$ cat src/rtl/ann_out_layer_argmax_pkg.sv
// Shared constants and types for the output-layer argmax stage and its MAC.
// The same MAC and types are reused by the hidden-layer stage.
package ann_pkg;
    localparam int N_IN   = 50;
    localparam int N_OUT  = 10;
    localparam int AW     = 6;
    localparam int DW     = 9;
    localparam int WW     = 9;
    localparam int WAW    = 9;
    localparam int ACC_W  = 24;
    // unsigned activation gets one extra sign bit before the signed multiply
    localparam int PROD_W = DW + 1 + WW;

    typedef enum logic [1:0] {IDLE, RUN, DRAIN, DONE} state_t;
    typedef logic signed [ACC_W-1:0] score_t;
    typedef logic [3:0] digit_t;
endpackage

$ cat src/rtl/ann_out_layer_argmax_if.sv
// Control, activation-buffer read port, weight-ROM port and result bundle.
// The slave modport is the argmax stage; the master is its surroundings.
interface ann_out_layer_argmax_if import ann_pkg::*; ();
    logic                 start;
    logic [AW-1:0]        act_addr;
    logic [DW-1:0]        act_data;
    logic [WAW-1:0]       w_addr;
    logic signed [WW-1:0] w_data;
    logic                 busy;
    logic                 done;
    digit_t               digit;
    score_t               score;

    modport slave (
        input  start, act_data, w_data,
        output act_addr, w_addr, busy, done, digit, score
    );

    modport master (
        output start, act_data, w_data,
        input  act_addr, w_addr, busy, done, digit, score
    );
endinterface

$ cat src/rtl/ann_out_layer_argmax_mac.sv
// Sequential multiply-accumulate: unsigned activation times signed weight.
// 'first' loads the product so each neuron starts without a separate clear.
module ann_mac import ann_pkg::*; (
    input  logic                 clk,
    input  logic                 rst,
    input  logic                 en,
    input  logic                 first,
    input  logic [DW-1:0]        a,
    input  logic signed [WW-1:0] w,
    output score_t               acc
);
    logic signed [PROD_W-1:0] w_a_ext;
    logic signed [PROD_W-1:0] w_w_ext;
    logic signed [PROD_W-1:0] w_prod;
    score_t                   w_prod_ext;
    score_t                   r_acc;

    assign w_a_ext    = {{(PROD_W-DW){1'b0}}, a};
    assign w_w_ext    = {{(PROD_W-WW){w[WW-1]}}, w};
    assign w_prod     = w_a_ext * w_w_ext;
    assign w_prod_ext = {{(ACC_W-PROD_W){w_prod[PROD_W-1]}}, w_prod};

    always_ff @(posedge clk) begin
        if (rst) begin
            r_acc <= '0;
        end else if (en) begin
            r_acc <= first ? w_prod_ext : r_acc + w_prod_ext;
        end
    end

    assign acc = r_acc;
endmodule

$ cat src/rtl/ann_out_layer_argmax.sv
// Output layer: streams 50 activations x 10 neurons through one MAC and
// reports the index and score of the largest dot product (ties -> lowest index).
module ann_out_layer_argmax import ann_pkg::*; (
    input  logic                  clk,
    input  logic                  rst,
    ann_out_layer_argmax_if.slave bus
);
    localparam int N_TOT = N_IN * N_OUT;

    state_t        r_state, w_state_next;
    logic [AW-1:0] r_i;
    digit_t        r_n;
    logic [WAW-1:0] r_w_addr;
    logic          r_drain;
    logic          r_v1, r_first1, r_last1;
    digit_t        r_n1;
    logic          r_cmp2;
    digit_t        r_n2;
    score_t        w_acc, w_best, r_max, r_score;
    digit_t        w_best_idx, r_max_idx, r_digit;
    logic          w_accept, w_last_issue, w_take;

    assign w_accept     = (r_state == IDLE) && bus.start;
    assign w_last_issue = (r_state == RUN) && (r_w_addr == WAW'(N_TOT - 1));

    always_ff @(posedge clk) begin
        if (rst) r_state <= IDLE;
        else     r_state <= w_state_next;
    end

    always_comb begin
        w_state_next = r_state;
        case (r_state)
            IDLE:    if (bus.start)   w_state_next = RUN;
            RUN:     if (w_last_issue) w_state_next = DRAIN;
            DRAIN:   if (r_drain)     w_state_next = DONE;
            DONE:    w_state_next = IDLE;
            default: w_state_next = IDLE;
        endcase
    end

    // Address counters hold their last values outside RUN.
    always_ff @(posedge clk) begin
        if (rst) begin
            r_i      <= '0;
            r_n      <= '0;
            r_w_addr <= '0;
            r_drain  <= 1'b0;
        end else begin
            r_drain <= (r_state == DRAIN) && !r_drain;
            if (w_accept) begin
                r_i      <= '0;
                r_n      <= '0;
                r_w_addr <= '0;
            end else if ((r_state == RUN) && !w_last_issue) begin
                r_w_addr <= r_w_addr + 1'b1;
                if (r_i == AW'(N_IN - 1)) begin
                    r_i <= '0;
                    r_n <= r_n + 1'b1;
                end else begin
                    r_i <= r_i + 1'b1;
                end
            end
        end
    end

    // Tags follow the 1-cycle memory latency, then one more stage to the compare.
    always_ff @(posedge clk) begin
        if (rst) begin
            r_v1     <= 1'b0;
            r_first1 <= 1'b0;
            r_last1  <= 1'b0;
            r_n1     <= '0;
            r_cmp2   <= 1'b0;
            r_n2     <= '0;
        end else begin
            r_v1     <= (r_state == RUN);
            r_first1 <= (r_i == '0);
            r_last1  <= (r_i == AW'(N_IN - 1));
            r_n1     <= r_n;
            r_cmp2   <= r_v1 && r_last1;
            r_n2     <= r_n1;
        end
    end

    ann_mac u_mac (
        .clk   (clk),
        .rst   (rst),
        .en    (r_v1),
        .first (r_first1),
        .a     (bus.act_data),
        .w     (bus.w_data),
        .acc   (w_acc)
    );

    assign w_take     = (r_n2 == '0) || (w_acc > r_max);
    assign w_best     = w_take ? w_acc : r_max;
    assign w_best_idx = w_take ? r_n2 : r_max_idx;

    always_ff @(posedge clk) begin
        if (rst) begin
            r_max     <= '0;
            r_max_idx <= '0;
            r_digit   <= '0;
            r_score   <= '0;
        end else if (r_cmp2) begin
            r_max     <= w_best;
            r_max_idx <= w_best_idx;
            if (r_n2 == digit_t'(N_OUT - 1)) begin
                r_digit <= w_best_idx;
                r_score <= w_best;
            end
        end
    end

    assign bus.act_addr = r_i;
    assign bus.w_addr   = r_w_addr;
    assign bus.busy     = (r_state != IDLE);
    assign bus.done     = (r_state == DONE);
    assign bus.digit    = r_digit;
    assign bus.score    = r_score;
endmodule
$ cat src/flat_wrapper.sv
// flat-port wrapper written by rule: the top's interface ports become plain ports
module ann_out_layer_argmax_flat import ann_pkg::*;
  (clk, rst, bus_start, bus_act_data, bus_w_data, bus_act_addr, bus_w_addr, bus_busy, bus_done, bus_digit, bus_score);
  ann_out_layer_argmax_if bus_i ();
  input  logic clk;
  input  logic rst;
  input wire logic [$bits(bus_i.start)-1:0] bus_start;
  input wire logic [$bits(bus_i.act_data)-1:0] bus_act_data;
  input wire logic [$bits(bus_i.w_data)-1:0] bus_w_data;
  output wire logic [$bits(bus_i.act_addr)-1:0] bus_act_addr;
  output wire logic [$bits(bus_i.w_addr)-1:0] bus_w_addr;
  output wire logic [$bits(bus_i.busy)-1:0] bus_busy;
  output wire logic [$bits(bus_i.done)-1:0] bus_done;
  output wire logic [$bits(bus_i.digit)-1:0] bus_digit;
  output wire logic [$bits(bus_i.score)-1:0] bus_score;
  assign bus_i.start = bus_start;
  assign bus_i.act_data = bus_act_data;
  assign bus_i.w_data = bus_w_data;
  assign bus_act_addr = bus_i.act_addr;
  assign bus_w_addr = bus_i.w_addr;
  assign bus_busy = bus_i.busy;
  assign bus_done = bus_i.done;
  assign bus_digit = bus_i.digit;
  assign bus_score = bus_i.score;
  ann_out_layer_argmax u_core (.clk(clk), .rst(rst), .bus(bus_i));
endmodule
$ cat config.mk
export PLATFORM = sky130hd
export DESIGN_NAME = ann_out_layer_argmax_flat
export DESIGN_NICKNAME = d
export VERILOG_FILES = /design/src/rtl/ann_out_layer_argmax_pkg.sv /design/src/rtl/ann_out_layer_argmax_if.sv /design/src/rtl/ann_out_layer_argmax_mac.sv /design/src/rtl/ann_out_layer_argmax.sv /design/src/flat_wrapper.sv
export SDC_FILE = /design/constraint.sdc
export NUM_CORES = 1
export LEC_CHECK = 0
export BUFFER_PORTS_ARGS = -buffer_cell sky130_fd_sc_hd__buf_4
export CAP_MARGIN = 25
export CORE_ASPECT_RATIO = 1.2
export CORE_MARGIN = 2
export CORE_UTILIZATION = 40
export DETAILED_ROUTE_END_ITERATION = 8
export GPL_TIMING_DRIVEN = 0
export SLEW_MARGIN = 15
export SYNTH_ARGS = -nofsm -noshare
export SYNTH_HDL_FRONTEND = slang
export SYNTH_SLANG_ARGS = --single-unit
$ cat constraint.sdc
create_clock -name clk -period 6.7 [get_ports clk]
set_clock_uncertainty 0.2 [all_clocks]
set_input_delay 1.005 -clock clk [delete_from_list [all_inputs] [get_ports clk]]
set_output_delay 1.005 -clock clk [all_outputs]
set_load 0.005 [all_outputs]
==> impl_metrics.yaml <==
routing:
  drtPass1Iterations: 5
  wl_per_cell_um: 15.1
  postRouteAntennaNets: 0
  viasPerCell: 5.29
  drt_iter0_drc: 320
  drc: 0
  drt-total-wl_um: 21600
  via_count: 7546
placement:
  pre_cts_ws_ps: -597
  place_congestion: 0.833
  placed_area_um2: 10000
  portBuffers: 62
  place_hpwl_um: 16500
  placed_cells: 1376
synth:
  synth_edf_count: 0
  synth_mux_area_frac: 0.0694
  ys_ff_latch: 114
  synth_compound_area_frac: 0.141
  synth_top_area_frac: 0.250
  synth_simple_gate_area_frac: 0.169
  ys_seq_area_frac: 0.250
  synth_area_um2: 9120
  syn_inst: 1035
  yosys.cell_types.count: 66
  ys_warn_count: 0
  ys_top_cells_by_area: "dfxtp_1, ha_1, fa_1"
  synth_top_family_by_area: "adder cells"
  yosysTopAreaCell: "dfxtp_1"
  synthAdderAreaFrac: 0.268
  synth_ff_type: "dfxtp_1"
  synth_nets: 1221
  async_reset_ff_frac: 0
  syn_area_per_cell_um2: 8.81
  synth_xor_area_frac: 0.0403
grt:
  antenna_found_initial: 0
  grt_start_max_net_pins: 17
  track_usage: 0.183
  grt_pass1_wl_um: 35900
  grt_pass1_vias: 7424
  overflow: 0
clock_tree:
  cts_max_level: 4
  numClockSinks: 114
  ctsLongestPathBuffers: 2
  cts.clk_slew.worst_paths_ps: 60
  holdBufCountCts: 0
  clock_latency_ps: 410
  tritoncts: "built"
  root_buffer: "clkbuf_16"
  cts_buffers: 17
layout:
  final_area_um2: 11000
  antenna_cells: 0
  drive_above_1_share: 0.162
  nets: 1321
  area_growth_pct: 21.1
  final_cells: 1427
  final_core_util: 0.492
flow_run:
  max-cap-violations: 0
floorplan:
  io_pins: 66
  rows: 60
  fp.dieArea_um2: 24000
  fp.dieW_um: 142
  coreArea_um2: 22400
  die-height_um: 169
  initial_core_util: 0.406
setup_path:
  worst_setup_path_start_kind: "input pin"
  critPathMaxFanout: 9
  worstSetupEndpointType: "register"
  path_class: "input pin to register"
  worstPathRequired_ps: 6830
  worstPathArrival_ps: 6660
power:
  max-vdd-ir-drop_uv: 240
  cellLeakagePower_nw: 5.07
  p_per_area_nw_per_um2: 439
min_path:
  min_path_type: "register to register"
sta:
  slew_violations: 0
  clock.fmax_ghz: 0.153
  fin_crit_ps: 6540
  hold_viol_final: 0
  worst_slew_pin_slew_ps: 769
  fin_ws_ps: 162
  finalSetupViolCount: 0
  maxSlewHeadroom: 0.487
  fin_crit_sh: 0.976
  tns_ps: 0
run_status:
  status: "completed"
==> worst paths after layout <==
| kind | cells after the start | slack (ps) | end | from |
|---|---|---|---|---|
| max reg2reg | 11 | 3240 | u_core.bus.score[16] | u_core.u_mac.acc[23] |
| max | 22 | 160 | u_core.u_mac.acc[20] | bus_act_data[0] |
| min reg2reg | 1 | 240 | u_core.r_n2[1] | u_core.r_n1[1] |
| min | 1 | 240 | u_core.r_n2[1] | u_core.r_n1[1] |
==> through the flow <==
step | hold slack [ps] | total power [mW]
6_report | 240 | 4.86
5_1_grt | 262 | 5.27
4_1_cts | 241 | 4.43
3_5_place_dp | 228 | 3.41
3_3_place_gp | 222 | 3.37
2_1_floorplan | 214 | 2.85
==> logic make-up (layout without fill, tap and decap cells) <==
family                   count (synthesis)  after routing
buffers and inverters                  133            246
AO/OA/AOI/OAI                          203            203
AND/OR/NAND/NOR                        315            315
flip-flops                             114            114
multiplexers                            63             63
adder cells (fa/ha/maj)                165            165
XOR/XNOR                                42             42
==> area by class of cell <==
| type | count | area, um2 |
|---|---|---|
| plain buffers | 35 | 216 |
| clock buffers | 19 | 453 |
| clock inverters | 13 | 128 |
| fillers | 2149 | 11400 |
| inverters | 98 | 368 |
| multi-input cells | 788 | 6640 |
| flip-flops and latches | 114 | 2280 |
| well taps | 279 | 349 |
| repair buffers | 81 | 613 |
==> cell usage after synthesis, drive strengths merged, types with 3 or more instances <==
library cell,count
a211o,3
a211oi,16
a21o,17
a21oi,65
a311oi,3
and2,46
and3,4
buf,9
clkbuf,26
dfxtp,114
fa,51
ha,114
inv,96
mux2i,61
nand2,69
nand2b,8
nand3,17
nand4,15
nor2,96
nor2b,22
nor3,17
nor4,7
o211a,3
o211ai,8
o21a,5
o21ai,50
o22ai,3
o31ai,4
or2,5
or3,5
xnor2,23
xor2,19
==> state kept, by name, indices dropped and copies added (netlist names) <==
register	flops
u_core.bus.act_addr	6
u_core.bus.digit	4
u_core.bus.score	24
u_core.bus.w_addr	9
u_core.r_cmp2	1
u_core.r_drain	1
u_core.r_first1	1
u_core.r_last1	1
u_core.r_max	24
u_core.r_max_idx	4
u_core.r_n	4
u_core.r_n1	4
u_core.r_n2	4
u_core.r_state	2
u_core.r_v1	1
u_core.u_mac.acc	24
==> layer usage <==
| metal | global-route usage | routed length (um) |
|---|---|---|
| met3 | 0.0327 | 482 |
| met4 | 0.0309 | 156 |
| met5 | 0 | 0 |
| met1 | 0.231 | 9720 |
| met2 | 0.331 | 11200 |
==> worst max-delay path, stage by stage <==
cell and delay [ps]:
buf_4 150, nand2b_4 140, fa_1 490, fa_1 510, inv_1 50, fa_1 460, fa_1 520, fa_1 530
ha_4 310, o21ai_2 60, o21a_1 190, or3_4 370, a31oi_4 230, nor2b_4 80, ha_4 170, a21oi_4 180
nand3_2 110, nor3_4 260, nor3_4 70, o31ai_2 250, mux2_4 330, a221oi_2 200
==> cells in the final DEF (no fill, tap or decap), types with 17 or more instances in the layout <==
master     synthesis  routed
ha_1             114     103
a21oi_1           65      59
nor2_1            96      94
buf_4              1      81
fa_1              51      49
a21o_1            17      17
inv_1             96      96
xnor2_1           23      19
mux2i_1           61      61
clkbuf_16          0      17
nand2_1           69      64
o21ai_0           45      41
clkbuf_1          26      23
xor2_1            19      19
nor2b_1           22      18
and2_1            46      46
dfxtp_1          114     114
==> power by group <==
group / total (mW) / internal, mW / switching [mW]
Combinational: 3.17 / 1.50 / 1.67
Clock: 0.869 / 0.534 / 0.335
Sequential: 0.820 / 0.732 / 0.0876
Total: 4.86 / 2.77 / 2.09
==> repair_timing <==
item                                    CTS  global route
pin swaps                                10            33
buffers inserted                          8            10
gates resized for setup                   8            57
endpoints found under the setup margin    7            10
Note: power is estimated with default switching activity, not from simulation.
